File: config.mk
export PLATFORM = sky130hd
export DESIGN_NAME = pc_write_cond_unit
export DESIGN_NICKNAME = d
export VERILOG_FILES = /design/src/rtl/mips_pkg.sv /design/src/rtl/sat_counter.sv /design/src/rtl/pc_write_cond_unit.sv
export SDC_FILE = /design/constraint.sdc
export NUM_CORES = 1
export LEC_CHECK = 0
export CAP_MARGIN = 20
export CORE_UTILIZATION = 48
export CTS_CLUSTER_SIZE = 25
export DETAILED_ROUTE_END_ITERATION = 6
export PLACE_DENSITY = 0.77
export SYNTH_ARGS = -nofsm -noshare
export SYNTH_HDL_FRONTEND = slang
export SYNTH_SLANG_ARGS = --single-unit
File: constraint.sdc
create_clock -name clk -period 3.1 [get_ports clk]
set_clock_uncertainty 0.2 [all_clocks]
set_input_delay 0.465 -clock clk [delete_from_list [all_inputs] [get_ports clk]]
set_output_delay 0.465 -clock clk [all_outputs]
set_load 0.02 [all_outputs]
File: src/rtl/mips_pkg.sv
// rtl/mips_pkg.sv - shared constants for the multicycle MIPS datapath
package mips_pkg;

  // Branch condition codes carried by cond_sel.
  localparam logic [2:0] COND_NE     = 3'd0;
  localparam logic [2:0] COND_EQ     = 3'd1;
  localparam logic [2:0] COND_GT     = 3'd2;
  localparam logic [2:0] COND_LT     = 3'd3;
  localparam logic [2:0] COND_GE     = 3'd4;
  localparam logic [2:0] COND_LE     = 3'd5;
  localparam logic [2:0] COND_LTU    = 3'd6;
  localparam logic [2:0] COND_ALWAYS = 3'd7;

  // Number of distinct legal codes; anything at or above this is illegal.
  localparam int COND_LEGAL_N = 8;

  // Bit positions inside the 4-bit {Z,N,C,V} flag vector.
  localparam int FLAG_Z = 3;
  localparam int FLAG_N = 2;
  localparam int FLAG_C = 1;
  localparam int FLAG_V = 0;
  localparam int FLAG_W = 4;

  // Branch-condition FSM encoding.
  localparam logic [0:0] ST_IDLE = 1'b0;
  localparam logic [0:0] ST_EVAL = 1'b1;

endpackage

File: src/rtl/sat_counter.sv
// rtl/sat_counter.sv - saturating up-counter with synchronous clear
module sat_counter #(
  parameter int CNT_W = 16
) (
  input  logic             clk,
  input  logic             reset,
  input  logic             clr,
  input  logic             inc,
  output logic [CNT_W-1:0] count
);

  localparam logic [CNT_W-1:0] CNT_MAX = {CNT_W{1'b1}};

  // Clear wins over increment; increments stop once the counter is all ones.
  always_ff @(posedge clk or posedge reset) begin
    if (reset) begin
      count <= '0;
    end else if (clr) begin
      count <= '0;
    end else if (inc && (count != CNT_MAX)) begin
      count <= count + CNT_W'(1);
    end
  end

endmodule

File: src/rtl/pc_write_cond_unit.sv
// rtl/pc_write_cond_unit.sv - branch condition resolver and PC write enable
module pc_write_cond_unit
  import mips_pkg::*;
#(
  parameter int COND_W = 3,
  parameter int CNT_W  = 16
) (
  input  logic              clk,
  input  logic              reset,
  input  logic              flag_we,
  input  logic              alu_zero,
  input  logic              alu_neg,
  input  logic              alu_carry,
  input  logic              alu_ovf,
  input  logic              cond_valid,
  input  logic [COND_W-1:0] cond_sel,
  input  logic              pc_write,
  input  logic              clear_stats,
  output logic              cond_done,
  output logic              cond_taken,
  output logic              cond_illegal,
  output logic              pc_write_en,
  output logic [CNT_W-1:0]  taken_count,
  output logic [CNT_W-1:0]  nottaken_count
);

  logic [0:0]        state;
  logic [0:0]        state_next;
  logic [FLAG_W-1:0] flags;
  logic [COND_W-1:0] sel_q;

  // Zero-extended copy of the held code so the legality test works for any COND_W.
  logic [31:0]       sel_ext;
  logic [2:0]        code;
  logic              code_legal;
  logic              cond_hit;
  logic              f_z;
  logic              f_n;
  logic              f_c;
  logic              f_v;
  logic              inc_taken;
  logic              inc_nottaken;

  // Flag register: captures the ALU flags whenever the datapath asks for it.
  always_ff @(posedge clk or posedge reset) begin
    if (reset) begin
      flags <= '0;
    end else if (flag_we) begin
      flags[FLAG_Z] <= alu_zero;
      flags[FLAG_N] <= alu_neg;
      flags[FLAG_C] <= alu_carry;
      flags[FLAG_V] <= alu_ovf;
    end
  end

  // Next state: any request lands in EVAL, from either state, so back-to-back
  // requests resolve on consecutive cycles without a bubble.
  always_comb begin
    state_next = state;
    case (state)
      ST_IDLE: state_next = cond_valid ? ST_EVAL : ST_IDLE;
      ST_EVAL: state_next = cond_valid ? ST_EVAL : ST_IDLE;
      default: state_next = ST_IDLE;
    endcase
  end

  // State register; the asynchronous reset drops cond_done immediately.
  always_ff @(posedge clk or posedge reset) begin
    if (reset) begin
      state <= ST_IDLE;
    end else begin
      state <= state_next;
    end
  end

  // Request capture: the code is held for the EVAL cycle that follows.
  always_ff @(posedge clk or posedge reset) begin
    if (reset) begin
      sel_q <= '0;
    end else if (cond_valid) begin
      sel_q <= cond_sel;
    end
  end

  assign sel_ext    = 32'(sel_q);
  assign code       = sel_ext[2:0];
  assign code_legal = (sel_ext < 32'(COND_LEGAL_N));

  assign f_z = flags[FLAG_Z];
  assign f_n = flags[FLAG_N];
  assign f_c = flags[FLAG_C];
  assign f_v = flags[FLAG_V];

  // Condition decode from registered code and registered flags only.
  always_comb begin
    cond_hit = 1'b0;
    case (code)
      COND_NE:     cond_hit = ~f_z;
      COND_EQ:     cond_hit = f_z;
      COND_GT:     cond_hit = ~f_z & ~(f_n ^ f_v);
      COND_LT:     cond_hit = f_n ^ f_v;
      COND_GE:     cond_hit = ~(f_n ^ f_v);
      COND_LE:     cond_hit = f_z | (f_n ^ f_v);
      COND_LTU:    cond_hit = ~f_c;
      COND_ALWAYS: cond_hit = 1'b1;
      default:     cond_hit = 1'b0;
    endcase
  end

  assign cond_done    = (state == ST_EVAL);
  assign cond_taken   = cond_done & code_legal & cond_hit;
  assign cond_illegal = cond_done & ~code_legal;

  // Unconditional writes bypass the evaluation path entirely.
  assign pc_write_en  = pc_write | (cond_done & cond_taken);

  // Every resolved request bumps exactly one counter; illegal codes count as not taken.
  assign inc_taken    = cond_done & cond_taken;
  assign inc_nottaken = cond_done & ~cond_taken;

  sat_counter #(
    .CNT_W (CNT_W)
  ) u_taken_cnt (
    .clk   (clk),
    .reset (reset),
    .clr   (clear_stats),
    .inc   (inc_taken),
    .count (taken_count)
  );

  sat_counter #(
    .CNT_W (CNT_W)
  ) u_nottaken_cnt (
    .clk   (clk),
    .reset (reset),
    .clr   (clear_stats),
    .inc   (inc_nottaken),
    .count (nottaken_count)
  );

endmodule

Word level (Yosys, flattened, before mapping)
Index checks and enable logic that the tools add are counted.
Widths: inputs -> output; s select.
- register bits after elaboration: 40
- bits of input ports: 13
- output and inout bits: 36
- word-level logic and storage cells: 42
- add/sub/neg operators: 2
- magnitude comparators: 1
- equal/unequal tests: 9
- multiplexer cells: 6
- bitwise logic cells: 14
- reduce and logical (&&, ||, !) cells: 5
- operators by type and width (operator ; count):
    $mux 16 ; 4
    $add 16x1->16 const B ; 2
    $ne 16x16->1 const B ; 2
    $eq 3x3->1 const B ; 4
    $pmux 1 s8 ; 1
    $and 1x1->1 ; 6
    $eq 3x2->1 const B ; 2
    $not 1->1 ; 5
    $lt 3x4->1 const B ; 1
    $reduce_bool 2->1 ; 2
    $eq 3x1->1 const B ; 1
    $logic_not 3->1 ; 1
    $logic_and 1x1->1 ; 2
    $or 1x1->1 ; 2
    $mux 1 ; 1
    $xor 1x1->1 ; 1

Depth between registers and ports, before layout
Gate-level depths: netlist of run 1.
- depth after elaboration: 10
- gate-level depth with buffers: 8
- gate-level depth less buffers: 7

Modules after synthesis
From an unflattened synthesis of run 1, not the netlist that was laid out.
- cells, all modules: 233
- area, all modules: 2270.9 sq um
- by module, submodules not included (module ; instances ; cells an instance ; area each (sq um) ; seq. area each (sq um)):
    sat_counter ; 2 ; 101 ; 932.1 ; 400.4
    pc_write_cond_unit ; 1 ; 31 ; 406.6 ; 200.2

Worst setup path after synthesis of run 1
No wires, ideal clock.
- path type: register to output
- start point: reg flags[0]
- end point: out pc_write_en
- data arrival time: 2008 ps
- required time: 2435 ps
- path slack: 427 ps
- stages on the path, launching flop included: 8
- cell sequence: dfrtp_1 > xor2_1 > maj3_2 > a22o_1 > nor2_1 > clkbuf_1 > nor2_1 > or2_2
- word-level cells in the longest chain between the ends: 7
- elaborated cells on any way between the ends: 8
- classes of those cells: mux: 1; bitwise: 7
- ends and longest elaborated chain (what ; RTL line ; RTL):
    start: declaration ; pc_write_cond_unit.sv:29 ; logic [FLAG_W-1:0] flags;
    start signal: indexed assignment ; pc_write_cond_unit.sv:49 ; flags[FLAG_Z] <= alu_zero;
    start signal: indexed assignment ; pc_write_cond_unit.sv:50 ; flags[FLAG_N] <= alu_neg;
    start signal: indexed assignment ; pc_write_cond_unit.sv:51 ; flags[FLAG_C] <= alu_carry;
    $xor 1x1->1 * ; -- ;
    $not 1->1 ; pc_write_cond_unit.sv:100, pc_write_cond_unit.sv:102 ;
    $and 1x1->1 ; pc_write_cond_unit.sv:100 ; COND_GT: cond_hit = ~f_z & ~(f_n ^ f_v);
    $pmux 1 s8 * ; pc_write_cond_unit.sv:97 ; case (code)
    $and 1x1->1 * ; pc_write_cond_unit.sv:111 ; assign cond_taken = cond_done & code_legal & cond_hit;
    named net cond_taken ; pc_write_cond_unit.sv:20 ; output logic cond_taken,
    $and 1x1->1 * ; pc_write_cond_unit.sv:115 ; assign pc_write_en = pc_write | (cond_done & cond_taken);
    $or 1x1->1 * ; pc_write_cond_unit.sv:115 ;
    end: declaration ; pc_write_cond_unit.sv:22 ; output logic pc_write_en,
The timed path passes the listed nets; every way through them passes the cells marked *.

Final worst setup path of run 1
- start point: reg sel_q[2], in the netlist code[2]
- end point: out cond_taken
- word-level cells in the longest chain between the ends: 3
- elaborated cells on any way between the ends: 12
- classes of those cells: order compare: 1; eq/ne: 7; mux: 1; bitwise: 2; reduce/logical: 1
- ends and longest elaborated chain (what ; RTL line ; RTL):
    start: declaration ; pc_write_cond_unit.sv:30 ; logic [COND_W-1:0] sel_q;
    start signal: assignment ; pc_write_cond_unit.sv:81 ; sel_q <= cond_sel;
    $lt 3x4->1 (tied with other cells) ; pc_write_cond_unit.sv:87 ; assign code_legal = (sel_ext < 32'(COND_LEGAL_N));
    $and 1x1->1 or $pmux 1 s8 (tied branches) ; pc_write_cond_unit.sv:111, pc_write_cond_unit.sv:97 ;
    $and 1x1->1 * ; pc_write_cond_unit.sv:111 ;
    end: declaration ; pc_write_cond_unit.sv:20 ;
Mark *: on every way between the ends. The rest lies on a longest branch, timed or not.

==> results of run 1 <==
layout make-up:
cell class,count,share of cell area
Multi-Input combinational cell,179,0.399
Sequential cell,40,0.360
Inverter,5,0.00674
Timing Repair Buffer,51,0.179
Clock buffer,8,0.0324
Tap cell,52,0.0234
cells by family (layout without fill, tap and decap cells):
kind of cell | Yosys count | in the layout | share of synthesized area
compound gates | 47 | 47 | 0.127
xor+xnor | 4 | 4 | 0.0160
fa+ha+maj | 3 | 3 | 0.0166
buf+inv | 16 | 64 | 0.0338
flops | 40 | 40 | 0.458
mux | 14 | 14 | 0.0710
other cells | 1 | 1 | 0.00172
simple gates | 110 | 110 | 0.275
power groups by stage:
stage          registers (µW)  logic [µW]  clock network, µW
2_1_floorplan             574         111                  0
3_3_place_gp              568         179                  0
3_5_place_dp              569         183                  0
4_1_cts                   559         183                367
5_1_grt                   562         200                391
6_report                  559         182                358
metal layers:
| layer | up-vias | share of wire |
|---|---|---|
| li1 | 953 | - |
| met1 | 916 | 0.45 |
| met2 | 62 | 0.49 |
| met3 | 10 | 0.047 |
| met4 | 0 | 0.017 |
| met5 | - | 0 |
path summary, 6_finish.rpt:
kind                                                   endpoint  slack, ps  depth (start not counted)
min in group asynchronous      u_taken_cnt.count[0]$_DFFE_PP0P_        390                          3
setup reg to reg           u_nottaken_cnt.count[11]$_DFFE_PP0P_        500                          6
hold reg to reg                            flags[1]$_DFFE_PP0P_        330                          1
hold / removal                             flags[1]$_DFFE_PP0P_        330                          1
max in group asynchronous      u_taken_cnt.count[7]$_DFFE_PP0P_       1950                          3
setup / recovery                                     cond_taken        180                          6
registers in the layout, summed over array words and instances, names as in the netlist:
register and count:
u_nottaken_cnt.count 16, u_taken_cnt.count 16, flags 4, code 3, cond_done 1
worst register-to-register path, cell delays in order (launching register included):
cell and delay (ps):
dfrtp_1 390, xor2_1 190, maj3_2 310, a22o_1 230, or3b_1 580, nor3_1 250
mux2_2 350
cell usage after synthesis, drive strengths merged, types with 2 or more instances:
library cell	instances
a21oi	19
and3	2
buf	4
clkbuf	7
dfrtp	40
ha	2
inv	5
mux2	12
mux2i	2
nand2	19
nand2b	2
nand3	13
nand4	5
nor2	19
nor2b	8
nor3	4
nor4	6
o21ai	14
o31ai	7
or2	4
or3	12
or4	12
xor2	3
through the flow:
stage	setup slack [ps]	cell area [µm²]
after floorplan	427	2180
after global placement	334	2700
after detailed placement	297	2700
after CTS	167	2780
after global routing	27.3	2780
final	179	2780
what timing repair did:
| action | 4_1_cts | 5_1_grt |
|---|---|---|
| resized for setup | 1 | 0 |
| endpoints found under the setup margin | 1 | 0 |
| setup buffers | 0 | 0 |
==> results.md, run 1 <==
- Total CTS buffers: 5
- CP top delay family: simple AND/OR/NAND/NOR gates
- EDFF count, synth: 0
- Dpl hpwl: 3360 µm
- CP Class: register to primary output
- Die boundary height: 69.5 µm
- Commonest cells after routing, fill and taps aside: clkdlybuf4s50_1 (46), dfrtp_1 (40), nand2_1 (19), a21oi_1 (19), nor2_1 (19)
- Sw power: 302 µW
- Syn Area/Cell: 9.30 µm²
- CTS clk-pin slew, worst paths: 70 ps
- Slew @ Worst Pin: 725 ps
- GR Util met2: 0.350
- Setup Viol. Count Final: 0
- Met1 usage: 0.288
- Hold Crit Start: flags[1]$_DFFE_PP0P_
- 1st-pass router iterations: 4
- Reg2Reg Launch Point: flags[0]$_DFFE_PP0P_
- Die width: 69.5 µm
- Crit path time final: 2920 ps
- Cells along the critical path: or3_1 > o22ai_1 > or2_2 > nor2_1 > nor2_1 > clkdlybuf4s50_1
- Vias per inst: 5.79
- Sequential Power Share: 0.509
- Avg WL per Cell: 14.6 µm
- Footprint of the multi-input gates: 1110 µm²
- Outcome: finished, final reports clean
- Slew headroom: 0.513
- Setup_tns: 0 ps
- Crit. End Element: primary output
- Row count: 24
- Peak supply drop: 0.000296 V
- CTS tree: done
- Diodes inserted: 0
- First-pass GRT wire length: 8530 µm
- Synth top area share: 0.458
- Startpoint Class: register
- Critical path's largest stage delay: 620 ps
- Core Util, Final: 0.639
- Fill count: roughly 370
- Pleak: 0.00109 µW
- CTS H-Tree Depth: 2
- Synthesis-to-layout area growth: 27.4%
- Gr ovfl total: 0
- Routed wire length: 4880 µm
- Slowest cell on crit path: clkdlybuf4s50_1
- Final net count: 297
- GP Congestion: 0.768
- Netlist Area Pre-Place: between 2000 and 2500 µm²
- Met3 usage: 0.0436
- Arrival time worst endpoint: 2260 ps
- Area leader, netlist: dfrtp_1
- CTS Hold Bufs: 0
- Commonest non-fill, non-tap cell in the layout: clkdlybuf4s50_1
- IO Port Bufs: between 40 and 50
- Crit path buf inv count: 1
- Critical Path Source: code[2]$_DFFE_PP0P_
- Total number of vias: 1941
- Clock Latency Late Sink: 290 ps
- Antenna viol nets, final: 0
- Critical Path Most Common Cell: nor2_1
- Top_reg_cell synth: dfrtp_1
- Initial antenna violation count: 0
- Mapped Nets: between 200 and 300
- Register area: 1000 µm²
- Root Buffer: clkbuf_8
- Seq cells post-synth: 40
- Core Area: around 4400 µm²
- Ys Warns: 0
- Combinational cell fraction of total power: 0.166
- Total GRT Usage: 0.219
- Worst Hold Class: register to register
- Post-Layout Cell Count: between 300 and 400
- Initial Util: 0.502
- Switching Share: 0.275
- CP required: between 2000 and 2500 ps
- Asr flop ratio synth: 1.00
- Die area: 4820 µm²
- Unrepaired setup endpoints after global routing: no
- DRC viols: 0
- CTS Buffer Depth: 2
- Final Cycle Share: 0.942
- CP Max Fanout: 6
- Largest net degree at the start of global routing: 43
- Fin. max-slew vios: 0
- Io pins: 49
- PnR Total Power: between 1000 and 1500 µW
- Gr busiest metal: met2
- Pwr dens: 395 nW/µm²
- Placed cells: 327
- Clock Sinks: 40
- Max-cap violations: 0
- Unique masters post-synth: 41
- Final-report hold violation count: 0
- Ranking of synthesized cells by area: dfrtp_1 (46%), mux2_2 (6.2%), a21oi_1 (4.4%)
- DR iter-0 viols: ~150
- Mapped Cells: 235
- Hold Slack: 327 ps
- Int Power: 797 µW
- Share of cells above drive strength 1: 0.106
- Fmax: 342 MHz
- Clk pwr share: 0.326
- Vias in the first global route: 1857
- Seq/Total Area, Yosys: 0.458
(Power assumes the default switching activity.)
==> run 2, diff against run 1 <==
CORE_ASPECT_RATIO = 0.7   (was unset)
==> run 2 against run 1 <==
Die area increased by 0.10%. Register-to-register slack got worse by 50 ps. Wire length decreased by 3.3%. Combinational power about the same. Final cell count increased by 0.60%. Cell area increased by 0.36%. Non-clock buffer count unchanged. Total power increased by 1.2%. Fmax increased by 1.1%. Worst setup slack improved by 31 ps. First-iteration DRC count increased by 22%. Via count increased by 0.93%. Critical endpoint is now pc_write_en. Largest power group unchanged.
==> results.md, run 2 (synthesis results as in run 1) <==
- Outcome: finished, final reports clean
- CP required: 2430 ps (about the same)
- GP Congestion: 0.800 (+4.1%)
- Reg2reg setup slack: 450 ps (-50 ps)
- Max-cap violations: 0 (unchanged)
- Dpl ws: 289 ps (-8.00 ps)
- Crit. End Element: primary output
- Largest net degree at the start of global routing: 43 (unchanged)
- Design area: 2790 µm² (+0.36%)
- Pleak: 0.00110 µW (+0.44%)
- CTS Buffer Depth: 2 (unchanged)
- Crit path buf inv count: 1 (unchanged)
- IO Port Bufs: 47 (unchanged)
- Initial antenna violation count: 0 (unchanged)
- Share of cells above drive strength 1: 0.110 (+0.00392)
- Diodes inserted: 0 (unchanged)
- CP Class: register to primary output
- Die area: 4830 µm² (+0.10%)
- Pwr dens: 398 nW/µm² (+0.88%)
- Avg WL per Cell: 14.0 µm (-3.9%)
- Startpoint Class: register
- Final Cycle Share: 0.932 (-0.00990)
- Total CTS buffers: 5 (unchanged)
- Clock Latency Late Sink: 290 ps (about the same)
- Fmax: 346 MHz (+1.1%)
- Setup_tns: 0 ps (unchanged)
- Commonest non-fill, non-tap cell in the layout: clkdlybuf4s50_1
- CP Max Fanout: 6 (unchanged)
- Die boundary height: 58.4 µm (-16%)
- Cells along the critical path: xor2_1 > maj3_2 > a22o_1 > nor2_1 > nor2_1 > or2_2 > dlygate4sd2_1
- Critical path's largest stage delay: 400 ps (-220 ps)
- Final net count: 297 (unchanged)
- First-pass GRT wire length: 7840 µm (-8.1%)
- DR iter-0 viols: 180 (+22%)
- Total GRT Usage: 0.217 (-0.00185)
- Vias in the first global route: 1686 (-9.2%)
- PnR Total Power: 1110 µW (+1.2%)
- Die width: 82.6 µm (+19%)
- Slowest cell on crit path: dfrtp_1
- Peak supply drop: 0.000280 V (-5.3%)
- Hold Path Depth: 1 (unchanged)
- Slew @ Worst Pin: 735 ps (+10.6 ps)
- Final-report hold violation count: 0 (unchanged)
- Unrepaired setup endpoints after global routing: no
- Worst Hold Endpoint: flags[2]$_DFFE_PP0P_
- Fill count: 382 (+2.1%)
- Clock Sinks: 40 (unchanged)
- Total number of vias: 1959 (+0.93%)
- Core Area: 4350 µm² (unchanged)
- Footprint of the multi-input gates: 1110 µm² (unchanged)
- 1st-pass router iterations: 4 (unchanged)
- Crit path time final: 2890 ps (-30.7 ps)
- Antenna viol nets, final: 0 (unchanged)
- Synthesis-to-layout area growth: 27.9%
- Dpl hpwl: 3340 µm (-0.54%)
- Arrival time worst endpoint: 2230 ps (-30 ps)
- Worst Hold Class: register to register
- Fin. max-slew vios: 0 (unchanged)
- Setup Viol. Count Final: 0 (unchanged)
- Critical Path Most Common Cell: nor2_1
- Slew headroom: 0.506 (-0.00715)
- Post-DP Area: 2700 µm² (+0.14%)
- Io pins: 49 (unchanged)
- Setup ws final: 210 ps (+30.7 ps)
- Register area: 1000 µm² (unchanged)
- CTS clk-pin slew, worst paths: 70 ps (about the same)
- Gr ovfl total: 0 (unchanged)
- Reg2Reg Launch Point: flags[0]$_DFFE_PP0P_
- CTS H-Tree Depth: 2 (unchanged)
- Crit path depth: 7 (+1)
- Initial Util: 0.502 (unchanged)
- CP top delay family: simple AND/OR/NAND/NOR gates
- CTS tree: done
- R2R Path End: u_nottaken_cnt.count[11]$_DFFE_PP0P_
- DRC viols: 0 (unchanged)
- Root Buffer: clkbuf_8
- Vias per inst: 5.81 (+0.33%)
- Routed wire length: 4710 µm (-3.3%)
- Row count: 20 (-17%)
- Commonest cells after routing, fill and taps aside: clkdlybuf4s50_1 (46), dfrtp_1 (40), nand2_1 (19), a21oi_1 (19), nor2_1 (19)
- R2R depth: 6 (unchanged)
- Hold Crit Start: flags[2]$_DFFE_PP0P_
- Top flop regs: u_nottaken_cnt.count x16, u_taken_cnt.count x16, flags x4
[run 2: changes by cell type in the layout (fill, tap and decap cells not counted), sizes merged]
cell and delta:
clkbuf -1
[run 2: worst max path at each step]
stage | startpoint | end | slack [ps]
after CTS | code[2]$_DFFE_PP0P_ | cond_taken | 190
final | flags[0]$_DFFE_PP0P_ | pc_write_en | 210
after global routing | flags[0]$_DFFE_PP0P_ | cond_taken | 90
after floorplan | flags[0]$_DFFE_PP0P_ | pc_write_en | 430
after detailed placement | flags[0]$_DFFE_PP0P_ | pc_write_en | 290
after global placement | flags[0]$_DFFE_PP0P_ | pc_write_en | 340
[run 2: metal layers]
| metal | vias to the layer above | track usage | wire, µm |
|---|---|---|---|
| li1 | 957 | - | - |
| met1 | 924 | 0.309 | 2260 |
| met2 | 67 | 0.318 | 2130 |
| met3 | 11 | 0.0558 | 266 |
| met4 | 0 | 0.0887 | 56 |
| met5 | - | 0 | 0 |
[run 2: what timing repair did]
action / CTS / global route
setup buffers: 0 / 0
setup endpoints to repair: 1 / 0
hold buffers: 0 / 0
gates resized for setup: 1 / 0
[run 2: cell type report]
class	count	share of cell area
flip-flops and latches	40	0.358
clock buffers	7	0.0345
multi-input cells	179	0.397
well taps	55	0.0246
repair buffers	51	0.179
inverters	5	0.00672
[run 2: report_power, final]
| group | internal, µW | switching, µW |
|---|---|---|
| combinational | 76.9 | 103 |
| sequential | 539 | 20.8 |
| clock | 198 | 175 |
| total | 814 | 299 |
[run 2: worst reg2reg max path, delay by kind of cell, from the launching register on]
family          cells  cell delay, ps
compound gates      1             240
mux                 1             360
simple gates        2             860
flops               1             400
xor+xnor            1             190
fa+ha+maj           1             310
[run 2: metrics by stage]
| stage | util | std cells | hold WS (ps) |
|---|---|---|---|
| 5_1_grt | 0.642 | 337 | 345 |
| 3_3_place_gp | 0.620 | 330 | 310 |
| 2_1_floorplan | - | 235 | 281 |
| 3_5_place_dp | 0.620 | 330 | 322 |
| 6_report | 0.642 | 337 | 329 |
| 4_1_cts | 0.642 | 337 | 335 |
==> variant 1, RTL diff (flow settings as in run 2) <==
Register the input `alu_neg` before use. The logic sees it one clock later. The other inputs are not delayed to match.
--- a/src/rtl/pc_write_cond_unit.sv
+++ b/src/rtl/pc_write_cond_unit.sv
@@ -24,6 +24,12 @@
   output logic [CNT_W-1:0]  nottaken_count
 );
 
+  logic alu_neg_q;
+
+  always_ff @(posedge clk) begin
+    alu_neg_q <= alu_neg;
+  end
+
   logic [0:0]        state;
   logic [0:0]        state_next;
   logic [FLAG_W-1:0] flags;
@@ -47,7 +53,7 @@
       flags <= '0;
     end else if (flag_we) begin
       flags[FLAG_Z] <= alu_zero;
-      flags[FLAG_N] <= alu_neg;
+      flags[FLAG_N] <= alu_neg_q;
       flags[FLAG_C] <= alu_carry;
       flags[FLAG_V] <= alu_ovf;
     end
Check against the original RTL: not equivalent (a bounded check fails within 4 cycles, from zero or initial values and one cycle with reset high).
==> variant 1 against run 2 <==
- non-clock buffer count grew 4
- die area grew 3.5%
- area after synthesis grew 3.6%
- wire length grew 5.7%
- via count shrank 1.4%
- the run now ends with design-rule violations left
- critical endpoint unchanged
- sequential cell count grew 1
- power shrank 1.6%
- worst hold slack lost 0.050 ns
- highest routed layer unchanged
- cell area grew 3.5%
- worst setup slack lost 0.025 ns
- fmax shrank 0.87%
- combinational power grew 2%
==> variant 1: results (changes against run 2) <==
status - complete, but fails checks
failing checks - design-rule violations
Clock Latency Late Sink - 0.29 ns (about the same)
LEAKAGE - 0.00112 µW (+2.4%)
Inst Count DP - 329 (-0.30%)
Synth Flop Type - dfrtp_1
DP Wirelength - 3660 µm (+9.6%)
total iterations of the first detailed-routing run - 7 (+3)
Reg2Reg Depth - 6 (unchanged)
Relative slew margins - 66.5% (+16 points)
met3 Resource Use GR - 5.43% (-0.15 points)
top layer in use - met4
Syn Nets - 244 (-2.4%)
CP arrival - 2.25 ns (+0.02 ns)
Nets - 296 (-0.34%)
H-tree Lvls - 2 (unchanged)
first-pass GRT wire length - 8480 µm (+8.2%)
top flop regs - u_nottaken_cnt.count x16, u_taken_cnt.count x16, flags x4
DRC Markers - 6 (+6)
post-placement cell area - 2810 µm² (+4.1%)
critical path's top delay family - simple AND/OR/NAND/NOR gates
share of post-route cells with drive strength above 1 - 13.5% (+2.5 points)
Seq/Total Area, Yosys - 45.1% (-0.71 points)
VDD IR-drop max - 0.284 mV (+1.4%)
Setup WS pre-CTS - 0.253 ns (-0.0366 ns)
Setup crit end - pc_write_en
WL per Instance - 14.8 µm (+5.7%)
Synth top cells by count - dfrtp_1, nor2_1, a21oi_1, mux2_2, nand2_1
number of buffers created by CTS - 5 (unchanged)
Synthesis Warnings - 0 (unchanged)
DRT met1 WL - 2590 µm (+15%)
Synth cell types - 41 (unchanged)
CTS root buf - clkbuf_8
largest net degree at the start of global routing - 41 (-4.7%)
met2 Usage GRT - 31.7% (about the same)
Slowest-stage cell, CP - dfrtp_1
Syn Inst Count - 229 (-2.6%)
number of global-route vias before repair - 1710 (+1.4%)
global-route usage over all layers - 21.7% (-0.059 points)
met1 usage - 32.6% (+1.7 points)
R2R Setup Slk - 0.59 ns (+0.14 ns)
DR iter-0 viols - 107 (-41%)
RR Endpoint - u_taken_cnt.count[9]$_DFFE_PP0P_
worst-path maximum fanout - 8 (+2)
Synth area leaders - dfrtp_1, mux2_2, nor2_1
share of flip-flops with an asynchronous set or reset - 97.6% (-2.4 points)
WL met3 - 285 µm (+7.1%)
kind of critical path - flip-flop to output port
hold_ws - 0.279 ns (-0.0501 ns)
Peak Freq - 343 MHz (-0.87%)
CP max stage delay - 0.41 ns
DR vias/cell - 5.73 (-1.4%)
min-delay src - alu_neg_q$_DFF_P_
Clock transition at path regs - 0.07 ns (about the same)
Final GP Congestion - 0.791 (-1.1%)
met2 routed WL - 2090 µm (-1.9%)
-- variant 1: where the power goes --
group | leakage, µW | internal [µW] | switching (µW)
clock network | 0.0000395 | 160 | 173
registers | 0.000548 | 552 | 25.8
logic | 0.000538 | 84.4 | 99.8
-- variant 1: kinds of logic after synthesis --
family                   Yosys count  synth area share (%)
adder cells (fa/ha/maj)            2                  1.11
flip-flops                        41                  45.1
XOR/XNOR                           7                  3.04
AND/OR/NAND/NOR                  105                  25.7
buffers and inverters             18                  3.65
multiplexers                      19                  9.23
other                              1                 0.166
AO/OA/AOI/OAI                     36                  12.0
-- variant 1: repair_timing --
action,CTS,global route
gates resized for setup,1,1
hold buffers,0,0
pin swaps,0,0
setup endpoints to repair,1,1
-- variant 1: cell type report --
type,instances,area [µm²]
flip-flops and latches,41,1020
clock buffers,8,80.1
fillers,356,1540
repair buffers,55,532
well taps,55,68.8
multi-input cells,170,1160
inverters,8,30.0
==> variant 2, RTL diff (config.mk and constraints of run 2) <==
Made on the original files. `CNT_W` is set to 16 in 2 places; all go to 32.
--- a/src/rtl/sat_counter.sv
+++ b/src/rtl/sat_counter.sv
@@ -1,6 +1,6 @@
 // rtl/sat_counter.sv - saturating up-counter with synchronous clear
 module sat_counter #(
-  parameter int CNT_W = 16
+  parameter int CNT_W = 32
 ) (
   input  logic             clk,
   input  logic             reset,
--- a/src/rtl/pc_write_cond_unit.sv
+++ b/src/rtl/pc_write_cond_unit.sv
@@ -3,7 +3,7 @@
   import mips_pkg::*;
 #(
   parameter int COND_W = 3,
-  parameter int CNT_W  = 16
+  parameter int CNT_W  = 32
 ) (
   input  logic              clk,
   input  logic              reset,
Interface: changed (resized nottaken_count and taken_count); port bits go from 49 to 81. The function was not compared with the original's and may differ.
==> variant 2 against run 2 <==
- sequential cell count rose by 32
- wire length rose by 130%
- synthesized cell count rose by 88%
- cell area rose by 93%
- utilization rose by 2.4 points
- power rose by 110%
- critical path type unchanged
- area after synthesis rose by 90%
- non-clock buffer count rose by 43
- count of clock-buffer cells in the layout rose by 7
- worst setup slack got worse by 0.046 ns
- fmax fell by 1.6%
==> variant 2: results (changes against run 2) <==
DR iter-0 viols - 317 (+76%)
Clock transition at path regs - 0.05 ns (-0.02 ns)
status - finished, final reports clean
# port buffers - 79 (+68%)
min-delay src - flags[1]$_DFFE_PP0P_
multi-input gates - 333 (+86%)
Nets - 532 (+79%)
first-pass GRT wire length - 18300 µm (+130%)
hold_ws - 0.316 ns (-0.0131 ns)
Worst R2R Start - u_taken_cnt.count[9]$_DFFE_PP0P_
clkbuf count - 14 (+7)
average size of a mapped cell - 9.40 µm² (+1.1%)
Syn Nets - 457 (+83%)
H-tree Lvls - 3 (+1)
vias - 4039 (+110%)
top flop regs - u_nottaken_cnt.count x32, u_taken_cnt.count x32, flags x4
Hold Path Sink - flags[1]$_DFFE_PP0P_
Fillers - 637 (+67%)
multi-input combinational area share - 40.7% (+0.99 points)
number of buffers created by CTS - 9 (+4)
largest net degree at the start of global routing - 73 (+70%)
worst-path maximum fanout - 7 (+1)
Syn Inst Count - 442 (+88%)
Seq/total area - 33.4% (-2.4 points)
Layout clock area frac - 5.91% (+2.5 points)
Non-CTS buffers - 94 (+84%)
variant 2: worst reg2reg max path, cell delays in order (launching register included):
cell and delay [ns]:
dfrtp_1 0.43, nand4_1 0.27, nor4_1 0.59, o211ai_1 0.50, or4_1 0.59, a21oi_1 0.16
variant 2: stage by stage:
stage	setup slack [ns]	total power (µW)
after floorplan	0.609	1130
after global placement	0.486	1200
after detailed placement	0.393	1210
after CTS	0.0747	2310
after global routing	0.0363	2380
final	0.164	2290
variant 2: what timing repair did:
action | in CTS | in global routing
hold endpoints to repair | 0 | 0
endpoints found under the setup margin | 0 | 1
gates resized for setup | 0 | 1
variant 2: kinds of logic after synthesis:
kind of cell / Yosys count / share of synthesized area (%)
xor+xnor: 2 / 0.422
fa+ha+maj: 2 / 0.602
compound gates: 118 / 18.6
other cells: 1 / 0.0902
simple gates: 189 / 27.4
flops: 72 / 43.4
mux: 21 / 5.69
buf+inv: 37 / 3.88
variant 2: per-layer routing:
metal  up-vias  GRT usage [%]  part of all wire [%]
met5         -              0                     0
met2       147           38.0                    44
li1       1895              -                     -
met1      1982           36.9                    48
met3        15           5.85                   6.2
met4         0           8.82                   1.2
variant 2: worst max-delay path by stage:
stage                                     startpoint                                end  slack (ns)
floorplan                                      reset                code[0]$_DFFE_PP0P_        0.61
global placement                 code[2]$_DFFE_PP0P_                         cond_taken        0.49
detailed placement  u_taken_cnt.count[8]$_DFFE_PP0P_  u_taken_cnt.count[31]$_DFFE_PP0P_        0.39
CTS                              code[2]$_DFFE_PP0P_                         cond_taken        0.07
global route                     code[2]$_DFFE_PP0P_                        pc_write_en        0.04
finish                           code[2]$_DFFE_PP0P_                        pc_write_en        0.16
variant 2: power breakdown:
part,internal [µW],total [µW],switching [µW]
Clock,710,1100,388
Sequential,956,977,21.5
Combinational,79.1,218,139
